===== config.mk =====
export PLATFORM = sky130hd
export DESIGN_NAME = layer_stream_serializer
export DESIGN_NICKNAME = d
export VERILOG_FILES = /design/src/rtl/layer_stream_serializer_pkg.sv /design/src/rtl/layer_vec_fifo.sv /design/src/rtl/layer_stream_serializer.sv
export SDC_FILE = /design/constraint.sdc
export NUM_CORES = 1
export LEC_CHECK = 0
export BUFFER_PORTS_ARGS = -buffer_cell sky130_fd_sc_hd__buf_2
export CAP_MARGIN = 20
export CORE_ASPECT_RATIO = 0.75
export CORE_MARGIN = 4
export CORE_UTILIZATION = 55
export CTS_BUF_LIST = sky130_fd_sc_hd__clkbuf_4 sky130_fd_sc_hd__clkbuf_8 sky130_fd_sc_hd__clkbuf_16
export CTS_CLUSTER_DIAMETER = 50
export DETAILED_ROUTE_END_ITERATION = 12
export GPL_TIMING_DRIVEN = 0
export PLACE_DENSITY = 0.86
export SLEW_MARGIN = 20
export SYNTH_ARGS = -nofsm -noshare
export SYNTH_HDL_FRONTEND = slang
export SYNTH_SLANG_ARGS = --single-unit

===== constraint.sdc =====
create_clock -name s_axi_aclk -period 107.8 [get_ports s_axi_aclk]
set_input_delay 0 -clock s_axi_aclk [delete_from_list [all_inputs] [get_ports s_axi_aclk]]
set_output_delay 0 -clock s_axi_aclk [all_outputs]
set_load 0.02 [all_outputs]

===== src/rtl/layer_stream_serializer_pkg.sv =====
// Shared types and helpers for the layer output stream serializer.
// Holds the default word width, the index width helper and the FSM states.
package layer_stream_serializer_pkg;

  localparam int DEFAULT_DATA_WIDTH = 16;

  typedef enum logic {
    IDLE = 1'b0,
    SEND = 1'b1
  } ser_state_t;

  // A single-word vector still needs a one-bit index port.
  function automatic int calc_idx_width(input int n);
    return (n > 1) ? $clog2(n) : 1;
  endfunction

endpackage


===== src/rtl/layer_vec_fifo.sv =====
// Purpose: two-entry FIFO holding whole layer output vectors.
// Latency: a push is visible at head_dat/next_dat after one clock edge.
// Backpressure: none internally; the caller pushes only when not full or when popping in the same cycle.
module layer_vec_fifo
  import layer_stream_serializer_pkg::*;
#(
  parameter int WIDTH = DEFAULT_DATA_WIDTH
) (
  input  logic             s_axi_aclk,
  input  logic             s_axi_aresetn,
  input  logic             clear,
  input  logic             push,
  input  logic [WIDTH-1:0] push_dat,
  input  logic             pop,
  output logic [WIDTH-1:0] head_dat,
  output logic [WIDTH-1:0] next_dat,
  output logic [1:0]       count,
  output logic             full,
  output logic             empty
);

  logic [WIDTH-1:0] slot_q [2];
  logic             wr_ptr_q;
  logic             rd_ptr_q;
  logic [1:0]       count_q;

  always_ff @(posedge s_axi_aclk or negedge s_axi_aresetn) begin
    if (!s_axi_aresetn) begin
      wr_ptr_q <= 1'b0;
      rd_ptr_q <= 1'b0;
      count_q  <= 2'd0;
    end else if (clear) begin
      wr_ptr_q <= 1'b0;
      rd_ptr_q <= 1'b0;
      count_q  <= 2'd0;
    end else begin
      if (push) wr_ptr_q <= ~wr_ptr_q;
      if (pop)  rd_ptr_q <= ~rd_ptr_q;
      if (push && !pop)      count_q <= count_q + 2'd1;
      else if (pop && !push) count_q <= count_q - 2'd1;
    end
  end

  // Vector storage carries no reset; occupancy is tracked by the pointers alone.
  always_ff @(posedge s_axi_aclk) begin
    if (push && !clear) slot_q[wr_ptr_q] <= push_dat;
  end

  assign head_dat = slot_q[rd_ptr_q];
  assign next_dat = slot_q[~rd_ptr_q];
  assign count    = count_q;
  assign full     = (count_q == 2'd2);
  assign empty    = (count_q == 2'd0);

endmodule


===== src/rtl/layer_stream_serializer.sv =====
// Purpose: buffers up to two layer output vectors and streams them word by word, neuron 0 first.
// Latency: a vector captured at edge N presents neuron 0 after edge N+1; back-to-back vectors have no bubble.
// Backpressure: out_ready stalls the stream with outputs held; a vector arriving with both slots full is dropped and flagged.
module layer_stream_serializer
  import layer_stream_serializer_pkg::*;
#(
  parameter  int DATA_WIDTH  = DEFAULT_DATA_WIDTH,
  parameter  int NUM_NEURONS = 30,
  localparam int IDX_WIDTH   = calc_idx_width(NUM_NEURONS)
) (
  input  logic                              s_axi_aclk,
  input  logic                              s_axi_aresetn,
  input  logic                              soft_reset,
  input  logic [NUM_NEURONS-1:0]            in_valid,
  input  logic [NUM_NEURONS*DATA_WIDTH-1:0] in_data,
  output logic                              in_ready,
  output logic [DATA_WIDTH-1:0]             out_data,
  output logic                              out_valid,
  input  logic                              out_ready,
  output logic                              out_last,
  output logic [IDX_WIDTH-1:0]              out_index,
  output logic                              busy,
  output logic                              overflow
);

  localparam int                   VEC_WIDTH = NUM_NEURONS * DATA_WIDTH;
  localparam logic [IDX_WIDTH-1:0] LAST_IDX  = IDX_WIDTH'(NUM_NEURONS - 1);
  localparam logic                 ONE_WORD  = (NUM_NEURONS == 1);

  ser_state_t            state_q;
  ser_state_t            state_d;
  logic                  valid_d;
  logic                  last_d;
  logic [DATA_WIDTH-1:0] data_d;
  logic [IDX_WIDTH-1:0]  index_d;
  logic [IDX_WIDTH-1:0]  index_inc;

  logic [VEC_WIDTH-1:0]  head_dat;
  logic [VEC_WIDTH-1:0]  next_dat;
  logic [VEC_WIDTH-1:0]  follow_dat;
  logic [1:0]            fifo_count;
  logic                  fifo_full;
  logic                  fifo_empty;

  logic                  beat;
  logic                  pop;
  logic                  push;
  logic                  more_after_pop;
  logic                  unused_in_valid;

  function automatic logic [DATA_WIDTH-1:0] word_at(input logic [VEC_WIDTH-1:0] vec,
                                                    input logic [IDX_WIDTH-1:0] idx);
    return vec[int'(idx)*DATA_WIDTH +: DATA_WIDTH];
  endfunction

  // Only neuron 0's valid qualifies the whole vector.
  assign unused_in_valid = ^in_valid;

  assign beat      = out_valid & out_ready;
  assign pop       = beat & out_last;
  assign push      = in_valid[0] & (~fifo_full | pop);
  assign in_ready  = ~fifo_full;
  assign busy      = ~fifo_empty | out_valid;
  assign index_inc = out_index + IDX_WIDTH'(1);

  // After popping the head, the next vector is either the second slot or the one arriving now.
  assign more_after_pop = fifo_count[1] | push;
  assign follow_dat     = fifo_count[1] ? next_dat : in_data;

  layer_vec_fifo #(
    .WIDTH(VEC_WIDTH)
  ) u_vec_fifo (
    .s_axi_aclk   (s_axi_aclk),
    .s_axi_aresetn(s_axi_aresetn),
    .clear        (soft_reset),
    .push         (push),
    .push_dat     (in_data),
    .pop          (pop),
    .head_dat     (head_dat),
    .next_dat     (next_dat),
    .count        (fifo_count),
    .full         (fifo_full),
    .empty        (fifo_empty)
  );

  always_ff @(posedge s_axi_aclk or negedge s_axi_aresetn) begin
    if (!s_axi_aresetn) begin
      state_q   <= IDLE;
      out_valid <= 1'b0;
      out_last  <= 1'b0;
      out_index <= '0;
      out_data  <= '0;
    end else if (soft_reset) begin
      state_q   <= IDLE;
      out_valid <= 1'b0;
      out_last  <= 1'b0;
      out_index <= '0;
      out_data  <= '0;
    end else begin
      state_q   <= state_d;
      out_valid <= valid_d;
      out_last  <= last_d;
      out_index <= index_d;
      out_data  <= data_d;
    end
  end

  always_comb begin
    state_d = state_q;
    case (state_q)
      IDLE:    if (!fifo_empty) state_d = SEND;
      SEND:    if (pop && !more_after_pop) state_d = IDLE;
      default: state_d = IDLE;
    endcase
  end

  // Registered output values for the next cycle; holding is the default so a stall changes nothing.
  always_comb begin
    valid_d = out_valid;
    last_d  = out_last;
    index_d = out_index;
    data_d  = out_data;
    case (state_q)
      IDLE: begin
        if (!fifo_empty) begin
          valid_d = 1'b1;
          index_d = '0;
          data_d  = word_at(head_dat, '0);
          last_d  = ONE_WORD;
        end
      end
      SEND: begin
        if (beat) begin
          if (!out_last) begin
            index_d = index_inc;
            data_d  = word_at(head_dat, index_inc);
            last_d  = (index_inc == LAST_IDX);
          end else if (more_after_pop) begin
            index_d = '0;
            data_d  = word_at(follow_dat, '0);
            last_d  = ONE_WORD;
          end else begin
            valid_d = 1'b0;
            last_d  = 1'b0;
            index_d = '0;
          end
        end
      end
      default: begin
        valid_d = 1'b0;
        last_d  = 1'b0;
      end
    endcase
  end

  always_ff @(posedge s_axi_aclk or negedge s_axi_aresetn) begin
    if (!s_axi_aresetn) begin
      overflow <= 1'b0;
    end else if (soft_reset) begin
      overflow <= 1'b0;
    end else if (in_valid[0] && fifo_full && !pop) begin
      overflow <= 1'b1;
    end
  end

endmodule


Word-level counts from Yosys, hierarchy flattened. Memory sizes are Yosys's and may differ from the RTL's. Cells that the tools add are included.

Bits in registers: 29. Bits in writable memories: 960. Bits of input ports: 514. Output and inout bits: 26. Word-level logic and storage cells: 88. Memories: 1.

Memory list: u_vec_fifo.slot_q (depth 2, width 480, rd ports 2, clocked after memory_dff 0, wr ports 1, RTL line layer_vec_fifo.sv:22) `logic [WIDTH-1:0] slot_q [2];`.

$add $sub $neg: 3. Equality and inequality tests: 7. Shift-type cells: 1. Multiplexer cells: 38. Bitwise operators: 11. Reduce and logical (&&, ||, !) cells: 18.

Operator list (number): variable part select 480 x 10 -> 16 bit (1); 2-to-1 mux 16 bit (6); one-hot mux 16 bit (2 select lines) (1); 2-to-1 mux 1 bit (20); 2-to-1 mux 5 bit (4); one-hot mux 5 bit (2 select lines) (1); inequality test 3 bit (second input constant) (3); logical AND 1 bit (6); 2-to-1 mux 2 bit (3); one-hot mux 1 bit (2 select lines) (3); nonzero test 2 bit (3); adder 5 x 1 -> 5 bit (second input constant) (1); == test 5 bit (second input constant) (1); NOT 1 bit (5); zero test 1 bit (4); inequality test 4 x 3 -> 1 bit (second input constant) (1); AND reduction 4 bit (1); AND 1 bit (3); inequality test 3 x 2 -> 1 bit (second input constant) (1); OR 1 bit (3); AND reduction 3 bit (1); nonzero test 3 bit (1); adder 2 x 1 -> 2 bit (second input constant) (1); == test 2 bit (second input constant) (1); other kinds (3) (3).

Depth between registers and ports, before layout. Gate-level depths: netlist (run 1).

Word-level depth: 10. Depth in mapped cells: 13.

Cells and area by module. A second synthesis (run 1) with hierarchy kept.

Cell total of the unflattened synthesis: 2581. Area, all modules: 47370.4 sq um.

By module, submodules not included: layer_vec_fifo (instances 1, cells each 2048, area each 41752.5 sq um, sequential area each 28927.7 sq um); layer_stream_serializer (instances 1, cells each 533, area each 5617.9 sq um, sequential area each 625.6 sq um).

Worst setup path before layout (run 1). Ideal clock, no wire load.

Kind: reg2reg. From: register out_last. To: memory u_vec_fifo.slot_q[1][0] (netlist name), enable pin. Library setup time: 2.011 ns. Data arrival time: 35.838 ns. Setup slack: 69.951 ns. Cell stages (with the launch flop): 5. Clock period less this slack: 37.849 ns. Cells stage by stage: dfrtp_1 clkbuf_1 and3_1 o21ai_0 nor3b_1.

Word-level cells in the longest chain between the ends: 6.

Ends and longest elaborated chain: from (decl) (RTL line layer_stream_serializer.sv:20) `output logic out_last,`; from (signal assigned) (RTL line layer_stream_serializer.sv:102) `out_last <= last_d;`; AND 1 bit (RTL line layer_stream_serializer.sv:60) `assign pop = beat & out_last;`; OR 1 bit (RTL line layer_stream_serializer.sv:61) `assign push = in_valid[0] & (~fifo_full | pop);`; AND 1 bit (RTL line layer_stream_serializer.sv:61); logical AND 1 bit (RTL line layer_vec_fifo.sv:46) `if (push && !clear) slot_q[wr_ptr_q] <= push_dat;`; 2-to-1 mux 1 bit (RTL line layer_vec_fifo.sv:46); 2-to-1 mux 1 bit (implied by the code) (RTL line layer_vec_fifo.sv:46); to (decl) (RTL line layer_vec_fifo.sv:22).

No other way between the ends.

Worst setup path in the final report (run 1).
From: register out_index[0]. To: register out_data[2].

Word-level cells in the longest chain between the ends: 6.

Ends and longest elaborated chain: from (decl) (RTL line layer_stream_serializer.sv:21) `output logic [IDX_WIDTH-1:0] out_index,`; from (signal assigned) (RTL line layer_stream_serializer.sv:103) `out_index <= index_d;`; adder 5 x 1 -> 5 bit (RTL line layer_stream_serializer.sv:64) `assign index_inc = out_index + IDX_WIDTH'(1);`; variable part select 480 x 10 -> 16 bit (RTL line layer_stream_serializer.sv:53) `return vec[int'(idx)*DATA_WIDTH +: DATA_WIDTH];`; 2-to-1 mux 16 bit (RTL line layer_stream_serializer.sv:134) `if (!out_last) begin`; 2-to-1 mux 16 bit (RTL line layer_stream_serializer.sv:133) `if (beat) begin`; one-hot mux 16 bit (2 select lines) (RTL line layer_stream_serializer.sv:123) `case (state_q)`; 2-to-1 mux 16 bit (RTL line layer_stream_serializer.sv:93) `end else if (soft_reset) begin`; to (signal assigned) (RTL line layer_stream_serializer.sv:104) `out_data <= data_d;`; to (decl) (RTL line layer_stream_serializer.sv:17) `output logic [DATA_WIDTH-1:0] out_data,`.

No other way between the ends. The select of a mux whose other input is x is not followed. A chain may end at the register's enable or synchronous reset.

==> impl_metrics.toml, run 1 <==
[drt]
drt_iter0_drc = 4305
viasPerCell = 6.39
drtPass1Iterations = 9
wl_per_cell_um = 32.0
routed_wl_mm = 133
drc = 0
ant_nets = 0
vias = 26449

[worst_setup_path]
slowest_delay_ns = 0.85
critPathMaxFanout = 10
critPathLaunchType = "flip-flop"
r2r_cells = 13
end_kind = "flip-flop"
path_common_cell = "buf_2"
required_ns = 108.29
worstPathCellList = "buf_4 -> buf_2 -> buf_4 -> inv_1 -> ha_1 -> buf_2 -> buf_2 -> buf_2 -> nor3b_1 -> a221oi_1 -> nand4_1 -> o21ai_1 -> a221oi_2"
reg2reg_from = "out_index[0]"
worstSetupPathType = "flip-flop to flip-flop"
cp_slowest_cell = "a221oi_1"
crit_path_start = "out_index[0]"
r2r_setup_slack_ns = 103.15
r2r_end = "out_data[2]"
crit_buf_inv = 7
cpLargestDelayFamily = "buffers and inverters"
critPathArrivalTime_ns = 5.14

[hold_path]
hp-class = "input pin to flip-flop"
holdPathStages = 2
holdPathEnd = "u_vec_fifo.slot_q[0][78]"
min_from = "in_data[78]"

[clocking]
cts_resized = 0
numCtsBuffers = 94
cts_tree = "built"
cts-root-buf = "clkbuf_16"
path_clk_slew_ns = 0.07
h-tree-depth = 3
clk_latency_ns = 0.66
clk_path_buf_depth = 3
cts_sinks = 989

[logic_synthesis]
synthCells = 1898
synth.area.mux_share_pct = 15.2
synth_enable_flop_cells = 960
synthAdderAreaFrac_pct = 0.0640
syn-cell-area_um2 = 39100
synth_top_family_by_area = "multiplexers"
yosys_warnings = 0
synth_fp_nets = 2414
synth.distinct_cells = 64
avgSynthCellArea_um2 = 20.6
synthArstFlopShare_pct = 2.93
synth-compound-area-share_pct = 3.35
ys.flop_type = "edfxtp_1"
synth_seq_area_share_pct = 75.6
synth_seq_cells = 989
synthXorXnorAreaFrac_pct = 0.361
yosys.area_share.simple_pct = 3.35

[sta]
hold_viol = 0
max_freq_ghz = 0.215
skew_ns = 0.0345
period_share_pct = 4.31
setup_viol = 0
relSlewSlack_pct = 23.0
rsz0062_at_grt = "no"
worst_pin_slew_ns = 1.15
setup_ws_ns = 103.15
slew_violations = 0
setup_tns_ns = 0
period_minus_slack_ns = 4.65

[power_and_ir_drop]
peakVddDrop_v = 0.0000161
leakage_nw = 18.2
powerDensity_nw_per_um2 = 17.3

[placed_design]
port_buffers = 508
dp_hpwl_mm = 82.9
gp_congestion = 0.912
pre_cts_ws_ns = 103.31

[finish]
drive_above_1_share_pct = 34.8
syn2layout_area_growth_pct = 32.6
most-common-layout-cells = "edfxtp_1, buf_2, dlygate4sd3_1"
final_nets = 3614
final_common_cell = "edfxtp_1"

[global_route]
grt_usage_pct = 35.1
antenna_found_initial = 20
grt_max_degree = 29
overflow = 0
first_global_vias = 27719
grt_pass1_wl_mm = 189

[floorplan]
start_util_pct = 55.6
placeableCoreArea_um2 = 70300
ioPinCount = 540
die_w_um = 316
die_area_um2 = 75500
die_y_um = 239
num_rows = 84

[run]
cap_viol_max_count = 0

[status]
status = "completed"
[layout make-up]
class                      count  area, um2
antenna                       16       40.0
sequential                   989      29600
clock buffer                 116       2610
buffer                       113        816
timing repair buffer        1104       8310
inverter                       2       7.51
multi-input combinational    794       8760
fill                        3770      18400
clock inverter                62        598
tap                          946       1180
[cell families (layout without fill, tap and decap cells)]
group	count (synthesis)	in the layout
flip-flops	989	989
multiplexers	296	296
AND/OR/NAND/NOR	287	287
AO/OA/AOI/OAI	198	198
buffers and inverters	115	1397
XOR/XNOR	11	11
adder cells (fa/ha/maj)	2	2
other	0	16
[per-stage QoR]
stage / instance area [um2] / hold WS, ns / total power [mW] / cells / util, %
after global placement: 42800 / 0.0882 / 0.557 / 3352 / 60.9
after floorplan: 39100 / -0.296 / 0.516 / 1898 / -
after global routing: 51900 / 0.0475 / 0.918 / 4138 / 73.8
after CTS: 51800 / 0.0218 / 0.883 / 4126 / 73.7
final: 51900 / 0.0618 / 0.896 / 4142 / 73.8
after detailed placement: 43700 / 0.107 / 0.533 / 3461 / 62.2
[worst max-delay path by stage]
stage / endpoint / slack [ns] / depth (start not counted)
5_1_grt: u_vec_fifo.slot_q[1][391] / 103.18 / 12
3_5_place_dp: out_data[2] / 103.31 / 12
3_3_place_gp: u_vec_fifo.slot_q[1][391] / 54.89 / 4
6_report: out_data[2] / 103.15 / 13
2_1_floorplan: u_vec_fifo.slot_q[1][0] / 69.95 / 4
4_1_cts: out_data[2] / 103.27 / 12
[worst register-to-register path, delay by kind of cell (launching register included)]
family	cells	cell delay, ns
flip-flops	1	0.38
buffers and inverters	7	2.18
adder cells (fa/ha/maj)	1	0.55
AND/OR/NAND/NOR	2	0.28
AO/OA/AOI/OAI	3	1.09
[flip-flops by register name, indices dropped and copies added (netlist names)]
name                 cells
u_vec_fifo.slot_q      960
state_q                  1
out_last                 1
u_vec_fifo.count         2
out_data                16
out_index                5
u_vec_fifo.rd_ptr_q      1
overflow                 1
u_vec_fifo.wr_ptr_q      1
out_valid                1
[cell usage after synthesis (5+ instances only)]
library cell  instances  share of area [%]
edfxtp_1            960                 74
clkbuf_1             17               0.16
buf_4                11               0.21
nor4_1                5              0.080
a22oi_1              34               0.65
nand3_1              38               0.49
nand4_1              19               0.30
mux4_1               18                1.2
xnor2_1               7               0.16
a22o_1                6               0.13
nor3b_1               5              0.096
nor3_1               17               0.22
buf_12                6               0.31
o21ai_0              38               0.49
o221ai_1              6               0.13
mux2i_1              58                1.5
nand2_1             116                1.1
nand2b_1              5              0.080
a21oi_1              50               0.64
buf_2                52               0.67
buf_6                19               0.55
o21ai_1               7              0.090
nor2_1               58               0.56
mux4_2              215                 12
o41ai_1               5               0.11
dfrtp_1              29                1.9
o22ai_1              16               0.26
a221oi_1              9               0.20
[power by group]
group          switching (mW)  internal (mW)  total, mW
Clock                   0.154          0.194      0.348
Sequential            0.00701          0.442      0.449
Combinational          0.0559         0.0431     0.0990
Total                   0.217          0.679      0.896
[timing repair]
action / CTS / global route
buffers inserted: 0 / 0
hold buffers: 487 / 0
hold endpoints to repair: 1011 / 0
[metal layers]
| layer | GRT usage (%) | vias up | part of all wire, % |
|---|---|---|---|
| met5 | 0 | - | 0.055 |
| met2 | 57.7 | 2452 | 49 |
| met3 | 10.3 | 519 | 12 |
| met4 | 17.8 | 12 | 6.2 |
| met1 | 42.9 | 13120 | 33 |
| li1 | - | 10346 | - |
No activity file was read; power rests on OpenSTA's default activity.
==> run 2: changes to the inputs <==
==> constraint.sdc (replaced) <==
create_clock -name s_axi_aclk -period 4.76 [get_ports s_axi_aclk]
set_input_delay 0 -clock s_axi_aclk [delete_from_list [all_inputs] [get_ports s_axi_aclk]]
set_output_delay 0 -clock s_axi_aclk [all_outputs]
set_load 0.02 [all_outputs]
==> impl_metrics.toml, run 2 (same netlist as run 1, synthesis figures left out) <==
[status]
status = "completed"

[clocking]
cts-root-buf = "clkbuf_16"
path_clk_slew_ns = 0.08
cts_sinks = 989
cts_setup_buffers = 0
clk_latency_ns = 0.67
h-tree-depth = 3
clk_path_buf_depth = 3
cts_tree = "built"
numCtsBuffers = 93

[worst_setup_path]
worstPathCellList = "buf_4 -> buf_2 -> buf_4 -> inv_1 -> ha_1 -> buf_2 -> buf_2 -> nor2_4 -> buf_2 -> a22oi_1 -> nand2_1 -> nand4_1 -> a221oi_1"
cpLargestDelayFamily = "buffers and inverters"
crit_buf_inv = 7
slowest_delay_ns = 0.47
required_ns = 5.31
r2r_end = "out_data[1]"
cp_slowest_cell = "ha_1"
worstSetupPathType = "flip-flop to flip-flop"
path_common_cell = "buf_2"
end_kind = "flip-flop"
crit_path_start = "out_index[0]"
reg2reg_from = "out_index[0]"
critPathMaxFanout = 10
r2r_setup_slack_ns = 0.22
critPathArrivalTime_ns = 5.09
r2r_cells = 13
critPathLaunchType = "flip-flop"

[sta]
setup_viol = 0
period_share_pct = 95.4
rsz0062_at_grt = "no"
worst_pin_slew_ns = 1.25
slew_violations = 0
period_minus_slack_ns = 4.54
skew_ns = 0.0218
max_freq_ghz = 0.220
relSlewSlack_pct = 16.2
hold_viol = 0

[global_route]
first_global_vias = 27958
antenna_found_initial = 22
overflow = 0
grt_pass1_wl_mm = 193
grt_usage_pct = 36.2
grt_max_degree = 24

[floorplan]
die_w_um = 316
placeableCoreArea_um2 = 70300
die_y_um = 239
num_rows = 84
start_util_pct = 55.6
ioPinCount = 540
die_area_um2 = 75500

[finish]
final_cells = 4097
drive_above_1_share_pct = 34.1
final_common_cell = "edfxtp_1"
most-common-layout-cells = "edfxtp_1, buf_2, dlygate4sd3_1"
final_nets = 3573
design_area_um2 = 52000
largest_reg_flops = 960
largest-register = "u_vec_fifo.slot_q"
nFillCells = 3695
syn2layout_area_growth_pct = 32.8
top_regs = "u_vec_fifo.slot_q (960), out_data (16), out_index (5)"

[drt]
routed_wl_mm = 136
drt_iter0_drc = 3917
vias = 26576
ant_nets = 0
drc = 0
drtPass1Iterations = 8
wl_per_cell_um = 33.3
viasPerCell = 6.49

[power_and_ir_drop]
peakVddDrop_v = 0.000398
leakage_nw = 18.1
powerDensity_nw_per_um2 = 391

[placed_design]
dp_hpwl_mm = 82.1
placed_area_um2 = 43900
dp_cells = 3421
gp_congestion = 0.896
port_buffers = 508

[hold_path]
hp-class = "input pin to flip-flop"
holdPathStages = 2
min_from = "in_data[310]"
holdPathEnd = "u_vec_fifo.slot_q[1][310]"

[run]
cap_viol_max_count = 0
==> run 2: final cells by class <==
cell class | count | area (um2) | share of cell area [%]
antenna | 18 | 45.0 | 0.0867
buffer | 113 | 826 | 1.59
clock buffer | 107 | 2450 | 4.72
clock inverter | 64 | 678 | 1.31
inverter | 2 | 7.51 | 0.0145
multi-input combinational | 794 | 8800 | 16.9
sequential | 989 | 29600 | 56.9
tap | 946 | 1180 | 2.28
timing repair buffer | 1064 | 8410 | 16.2
==> run 2: metal layers <==
layer | vias up | wire length [um] | GRT usage [%]
li1 | 10272 | - | -
met1 | 13130 | 44100 | 43.7
met2 | 2638 | 66400 | 59.8
met3 | 526 | 17000 | 10.3
met4 | 10 | 8910 | 19.6
met5 | - | 54 | 0
==> run 2: worst max-delay path by stage <==
stage,end,slack [ns],cells past startpoint
2_1_floorplan,u_vec_fifo.slot_q[1][0],-8.65,4
3_3_place_gp,u_vec_fifo.slot_q[1][331],-13.53,4
3_5_place_dp,out_data[1],0.13,13
4_1_cts,out_data[1],0.11,13
5_1_grt,out_data[1],0.03,13
6_report,out_data[1],0.22,13
==> run 2: what timing repair did <==
| item | in CTS | in global routing |
|---|---|---|
| hold buffers | 487 | 0 |
| resized for setup | 0 | 3 |
| endpoints found under the setup margin | 0 | 8 |
| hold endpoints to repair | 1021 | 0 |
==> run 2: power by group <==
| group | internal (mW) | switching [mW] | leakage [nW] | total, mW |
|---|---|---|---|---|
| clock network | 4.38 | 3.48 | 1.55 | 7.86 |
| logic | 0.993 | 1.29 | 7.36 | 2.28 |
| registers | 10.0 | 0.169 | 9.18 | 10.2 |
==> run 2: through the flow <==
step                util [%]  power (mW)  setup slack [ns]  hold slack, ns  TNS [ns]
global placement        61.0        12.1            -13.53           0.104         -
detailed placement      62.4        12.1             0.132           0.102         0
floorplan                  -        11.3             -8.65          -0.296  -7973.64
global route            73.9        20.8            0.0278          0.0471         0
finish                  73.9        20.3             0.219          0.0617         0
CTS                     73.8        20.0             0.108          0.0212         0
